`src/rtl/sr32_seq_pkg.sv`:
```
// Shared definitions for the serial shifter family (right and left units).
// Holds the common FSM state encoding and the default data/shift widths
// so both units decode states and size their datapaths identically.
package sr32_seq_pkg;

  localparam int DEF_WIDTH = 32;
  localparam int DEF_SHW   = 5;

  typedef enum logic [1:0] {
    ST_IDLE  = 2'd0,
    ST_SHIFT = 2'd1,
    ST_DONE  = 2'd2
  } shift_state_e;

endpackage

```
`src/rtl/sr32_seq.sv`:
```
// Serial right shifter: one bit position per clock.
// A request (a, shamt, arith) is captured on an in_valid/in_ready handshake.
// The data register is then shifted right one bit per cycle, with the sign
// or zero fill entering at the MSB. The result is presented on out/out_valid
// until the consumer takes it with out_ready.
//
// Ports
//   clock     rising-edge clock
//   reset_n   synchronous active-low reset
//   in_valid  request present           in_ready  unit idle, can accept
//   a         operand                   shamt     right-shift amount
//   arith     1 = sign fill, 0 = zero fill
//   out_valid result present            out_ready consumer takes the result
//   out       shifted result, held between results
//
// state    | meaning
// ---------+---------------------------------------------------------
// ST_IDLE  | waiting for a request; in_ready high
// ST_SHIFT | shifting one bit per cycle until the counter reaches zero
// ST_DONE  | result on out, out_valid high until out_ready
module sr32_seq
  import sr32_seq_pkg::*;
#(
  parameter int WIDTH = DEF_WIDTH,
  parameter int SHW   = DEF_SHW
) (
  input  logic             clock,
  input  logic             reset_n,
  input  logic             in_valid,
  output logic             in_ready,
  input  logic [WIDTH-1:0] a,
  input  logic [SHW-1:0]   shamt,
  input  logic             arith,
  output logic             out_valid,
  input  logic             out_ready,
  output logic [WIDTH-1:0] out
);

  localparam logic [SHW-1:0] CNT_ONE = SHW'(1);

  shift_state_e     state_q, state_d;
  logic [WIDTH-1:0] data_q, data_d;
  logic [SHW-1:0]   cnt_q, cnt_d;
  logic             fill_q, fill_d;
  logic [WIDTH-1:0] out_q, out_d;
  logic             out_valid_q, out_valid_d;

  // Gating with reset_n keeps in_ready low for the whole reset assertion,
  // and lets it rise on the first cycle after reset is released.
  assign in_ready  = reset_n && (state_q == ST_IDLE);
  assign out_valid = out_valid_q;
  assign out       = out_q;

  always_comb begin
    state_d     = state_q;
    data_d      = data_q;
    cnt_d       = cnt_q;
    fill_d      = fill_q;
    out_d       = out_q;
    out_valid_d = out_valid_q;

    case (state_q)
      ST_IDLE: begin
        if (in_valid && in_ready) begin
          data_d  = a;
          cnt_d   = shamt;
          fill_d  = arith & a[WIDTH-1];
          state_d = ST_SHIFT;
        end
      end

      ST_SHIFT: begin
        if (cnt_q != '0) begin
          data_d = {fill_q, data_q[WIDTH-1:1]};
          cnt_d  = cnt_q - CNT_ONE;
        end else begin
          // A separate output register keeps out at the previous result
          // while the working register is still shifting.
          out_d       = data_q;
          out_valid_d = 1'b1;
          state_d     = ST_DONE;
        end
      end

      ST_DONE: begin
        // A request arriving on the completing edge waits for IDLE,
        // because in_ready is low here.
        if (out_ready) begin
          out_valid_d = 1'b0;
          state_d     = ST_IDLE;
        end
      end

      default: begin
        out_valid_d = 1'b0;
        state_d     = ST_IDLE;
      end
    endcase
  end

  always_ff @(posedge clock) begin
    if (!reset_n) begin
      state_q     <= ST_IDLE;
      data_q      <= '0;
      cnt_q       <= '0;
      fill_q      <= 1'b0;
      out_q       <= '0;
      out_valid_q <= 1'b0;
    end else begin
      state_q     <= state_d;
      data_q      <= data_d;
      cnt_q       <= cnt_d;
      fill_q      <= fill_d;
      out_q       <= out_d;
      out_valid_q <= out_valid_d;
    end
  end

endmodule

```
`config.mk`:
```
export PLATFORM = sky130hd
export DESIGN_NAME = sr32_seq
export DESIGN_NICKNAME = d
export VERILOG_FILES = /design/src/rtl/sr32_seq_pkg.sv /design/src/rtl/sr32_seq.sv
export SDC_FILE = /design/constraint.sdc
export NUM_CORES = 1
export LEC_CHECK = 0
export CAP_MARGIN = 20
export CORE_UTILIZATION = 39
export CTS_CLUSTER_SIZE = 25
export DETAILED_ROUTE_END_ITERATION = 6
export HOLD_SLACK_MARGIN = 0.15
export MAX_ROUTING_LAYER = met4
export PLACE_DENSITY = 0.66
export RECOVER_POWER = 50
export SLEW_MARGIN = 20
export SYNTH_ARGS = -nofsm -noshare
export SYNTH_HDL_FRONTEND = slang
export SYNTH_SLANG_ARGS = --single-unit
```
`constraint.sdc`:
```
create_clock -name clock -period 2 [get_ports clock]
set_clock_uncertainty 0.2 [all_clocks]
set_input_delay 0.4 -clock clock [delete_from_list [all_inputs] [get_ports clock]]
set_output_delay 0.4 -clock clock [all_outputs]
set_load 0.01 [all_outputs]
```
; ---- Word-level counts from Yosys, hierarchy flattened
; Cells that the tools add are included.
[totals]
reg_bits = 73
in_bits = 42
out_inout_bits = 34
word_cells = 39
[op_classes]
add_sub_neg = 1
eq_ne = 6
n_mux = 13
bitwise_logic = 3
n_reduce_logical = 10
[op_table]
columns = operator, count
row1 = 2-to-1 mux 32 bit, 2
row2 = one-hot mux 32 bit (2 select lines), 1
row3 = 2-to-1 mux 5 bit, 2
row4 = one-hot mux 5 bit (2 select lines), 1
row5 = AND reduction 3 bit, 3
row6 = 2-to-1 mux 2 bit, 3
row7 = "!= test 2 bit, second input constant", 3
row8 = one-hot mux 2 bit (3 select lines), 1
row9 = nonzero test 5 bit, 1
row10 = "subtractor 5 x 1 -> 5 bit, second input constant", 1
row11 = AND reduction 2 bit, 2
row12 = one-hot mux 1 bit (3 select lines), 1
row13 = "equality test 2 x 1 -> 1 bit, second input constant", 1
row14 = "equality test 2 bit, second input constant", 1
row15 = logical AND 1 bit, 2
row16 = logical NOT 2 bit, 1
row17 = 2-to-1 mux 1 bit, 2
row18 = "!= test 2 x 1 -> 1 bit, second input constant", 1
row19 = NOT 1 bit, 2
row20 = nonzero test 2 bit, 1
row21 = AND 1 bit, 1

; ---- Longest topological paths before layout
[depth]
word_depth = 5
ltp_mapped = 8
mapped_depth_nobuf = 6

; ---- Worst setup path before layout
; No wires, ideal clock.
[synth_timing]
kind = reg2reg
startpoint = reg cnt_q[0]
endpoint = reg cnt_q[3]
setup_ps = 117
arrival_time_ps = 1387
path_slack_ps = 296
stages_incl_launch_ff = 8
n_path_buf = 1
cell_sequence = dfxtp_1 inv_1 ha_1 nor4b_4 o21ai_4 buf_2 o21ai_0 a32o_1
[synth_via]
elab_chain_len = 3
elab_cells_between_ends = 6
classes_between = 1 x add/sub / 1 x eq/ne / 2 x mux / 2 x reduce/logical
[synth_lines]
columns = element, line_no
row1 = start: declaration, sr32_seq.sv:43  ; logic [SHW-1:0] cnt_q, cnt_d;
row2 = start signal: assignment, sr32_seq.sv:112  ; cnt_q <= cnt_d;
row3 = subtractor 5 x 1 -> 5 bit / nonzero test 5 bit (equally long branches), "sr32_seq.sv:75, sr32_seq.sv:73"
row4 = 2-to-1 mux 5 bit / != test 2 bit (equally long branches), -
row5 = one-hot mux 5 bit (2 select lines) / AND reduction 3 bit (equally long branches), -
; Several ways; a longest one is shown, not always the timed one. The select of a mux whose other input is x is not followed.
; A chain may end at the register's enable or synchronous reset.

; ---- Final worst setup path
[layout_timing]
startpoint = reg cnt_q[0]
endpoint = reg cnt_q[2]
; The elaborated chain is that of the path after synthesis.

==> flow_metrics.py <==
metrics = {
    "critical_path": {
        "path_max_fanout": 8,
        "cp-end-kind": "flop",
        "timing.setup.critical_path_class": "flop to flop",
        "cp.arrival_ns": 1.94,
        "required_ns": 2.03,
        "start_kind": "flop",
    },
    "power_and_ir_drop": {
        "leakagePower_nw": 1.56,
        "peakVddDrop_mv": 0.376,
        "finalPower_mw": 3.28,
        "power_density_nw_per_um2": 797,
        "p_int_mw": 2.35,
        "p_sw_mw": 0.936,
        "seqPwrFrac_pct": 50.1,
        "p_sw_share_pct": 28.5,
        "combPwrFrac_pct": 18.3,
        "p_clk_share_pct": 31.6,
    },
    "yosys": {
        "synth_edf_count": 0,
        "synth.cell_area_um2": 2940,
        "yosys.cell_count.top_type": "nand2_1",
        "synth_ff_type": "dfxtp_1",
        "synth_cells": 372,
        "async_flop_share_pct": 0,
        "avgSynthCellArea_um2": 7.91,
        "yosys-top-cells-count": "nand2_1, dfxtp_1, a21oi_1, nor2_1, a311oi_1",
        "synth.ff_latch_count": 73,
        "synth_cell_types": 33,
        "synthTopCellsByArea": "dfxtp_1, nand2_1, a311oi_1",
        "ys_warn_count": 0,
        "synth_top_area_share_pct": 49.7,
        "syn_nets": 415,
        "yosysSeqAreaShare_pct": 49.7,
        "synth_top_area_cell": "dfxtp_1",
    },
    "clock_tree": {
        "htree_levels": 3,
        "ctsLongestPathBuffers": 2,
        "postCtsHoldBufs": 0,
        "cts_buffers": 9,
        "insertion_delay_ns": 0.33,
        "clk_pin_slew_worst_paths_ns": 0.08,
        "cts_sinks": 73,
        "cts-root-buf": "clkbuf_8",
        "tritoncts": "built",
        "cts_setup_buffers": 0,
    },
    "sta": {
        "fin_setup_tns_ns": 0,
        "tightest_slew_ns": 0.334,
        "fin_crit_sh_pct": 95.8,
        "slew_viol_final": 0,
        "setup_viol": 0,
        "max_slew_margin_pct": 77.6,
        "period_minus_slack_ns": 1.92,
        "fin_ws_ns": 0.0837,
        "grt_setup_unrepaired": "no",
        "hold_violations": 0,
        "fmax_mhz": 522,
    },
    "placement": {
        "place_area_um2": 3870,
        "routabilityCongestion": 0.789,
        "hpwl_mm": 4.57,
        "pre_cts_slack_ns": -0.298,
        "port_buffers": 75,
    },
    "floorplan": {
        "die-area_um2": 7900,
        "ios": 76,
        "core_area_um2": 7290,
        "die_x_um": 88.9,
        "initial_core_util_pct": 40.4,
        "num_rows": 31,
        "fp.dieH_um": 88.9,
    },
    "grt": {
        "antenna_found_initial": 0,
        "grt_max_degree": 50,
        "grt_util_all_layers_pct": 18.8,
        "grt_remaining_overflow": 0,
        "grt_pass1_vias": 2428,
        "grt_pass1_wl_mm": 11.1,
    },
    "final_layout": {
        "diodes": 0,
        "layout.nets": 490,
        "fillerInstances": 726,
        "syn_to_final_growth_pct": 39.8,
        "drive_gt1_share_pct": 11.1,
        "design_area_um2": 4120,
    },
    "route": {
        "num_vias": 2730,
        "finalWirelength_mm": 7.04,
        "wl_per_cell_um": 12.8,
        "drtPass1Iterations": 4,
        "viasPerCell": 4.95,
        "drc": 0,
        "detail-route-antenna-nets": 0,
        "drt_iter0_drc": 118,
    },
    "run_status": {
        "status": "finished clean",
    },
    "run": {
        "maxCapViolCount": 0,
    },
    "min_path": {
        "worstHoldPathType": "flop to flop",
    },
}
-- power groups by stage --
stage / logic (mW) / clock network [mW] / registers [mW]
2_1_floorplan: 0.342 / 0 / 1.66
3_3_place_gp: 0.578 / 0 / 1.67
3_5_place_dp: 0.589 / 0 / 1.68
4_1_cts: 0.592 / 1.07 / 1.64
5_1_grt: 0.664 / 1.14 / 1.66
6_report: 0.600 / 1.04 / 1.64
-- worst max-delay path: stages (launching register included) --
cell and delay [ns]:
dfxtp_2 0.32, inv_1 0.09, ha_2 0.20, nor4b_4 0.30
o21ai_4 0.16, buf_4 0.17, and3_1 0.16, a31o_2 0.21
-- layout by cell type (no fill, tap or decap), drive strengths merged, types with 2 or more instances in the layout --
cell type,n
a21oi,37
a311oi,32
and2,4
buf,16
clkbuf,13
clkdlybuf4s50,41
clkinv,2
clkinvlp,4
dfxtp,73
dlygate4sd3,33
inv,4
nand2,131
nor2,37
nor2b,2
nor3,2
o21ai,4
-- sequential cells by signal (all words and copies together) (netlist names) --
name       count
out           32
data_q        32
out_valid      1
cnt_q          5
state_q        2
fill_q         1
-- path summary, 6_finish.rpt --
path	from	endpoint	slack, ns	cells after the start
worst max-delay path	cnt_q[0]$_SDFFE_PN0P_	cnt_q[2]$_SDFFE_PN0P_	0.08	7
worst min-delay path	out[12]$_SDFFE_PN0P_	out[12]$_SDFFE_PN0P_	0.25	2
worst max register to register	cnt_q[0]$_SDFFE_PN0P_	cnt_q[2]$_SDFFE_PN0P_	0.08	7
worst min register to register	out[12]$_SDFFE_PN0P_	out[12]$_SDFFE_PN0P_	0.25	2
-- what timing repair did --
action,in CTS,in global routing
gates cloned,0,1
endpoints found under the hold margin,0,0
setup endpoints to repair,1,47
pin swaps,0,0
gates resized for setup,2,11
-- cell type report --
| class | instances | area [um2] | area share, % |
|---|---|---|---|
| clock inverter | 6 | 43.8 | 1.06 |
| clock buffer | 10 | 138 | 3.34 |
| sequential | 73 | 1460 | 35.6 |
| tap | 99 | 124 | 3.01 |
| multi-input combinational | 265 | 1370 | 33.4 |
| timing repair buffer | 94 | 958 | 23.3 |
| inverter | 4 | 15.0 | 0.365 |
-- metrics by stage --
step           std cells  util [%]  hold slack (ns)
6_report             551      56.4            0.250
5_1_grt              551      56.4            0.267
4_1_cts              550      55.6            0.257
3_5_place_dp         534      53.1            0.246
3_3_place_gp         534      53.1            0.242
2_1_floorplan        372         -            0.232
-- routing by layer --
layer	vias up	GRT usage, %	wire length, um
met1	1256	23.4	3260
met4	0	7.92	50
met5	-	-	0
li1	1415	-	-
met2	55	30.1	3400
met3	4	3.45	329
-- cells by family after synthesis --
| kind of cell | count (synthesis) | share of synthesized area, % |
|---|---|---|
| buffers and inverters | 34 | 5.14 |
| AND/OR/NAND/NOR | 183 | 25.4 |
| adder cells (fa/ha/maj) | 1 | 0.425 |
| flip-flops | 73 | 49.7 |
| AO/OA/AOI/OAI | 80 | 19.0 |
| multiplexers | 1 | 0.383 |
Power figures use the tool's default switching activity.
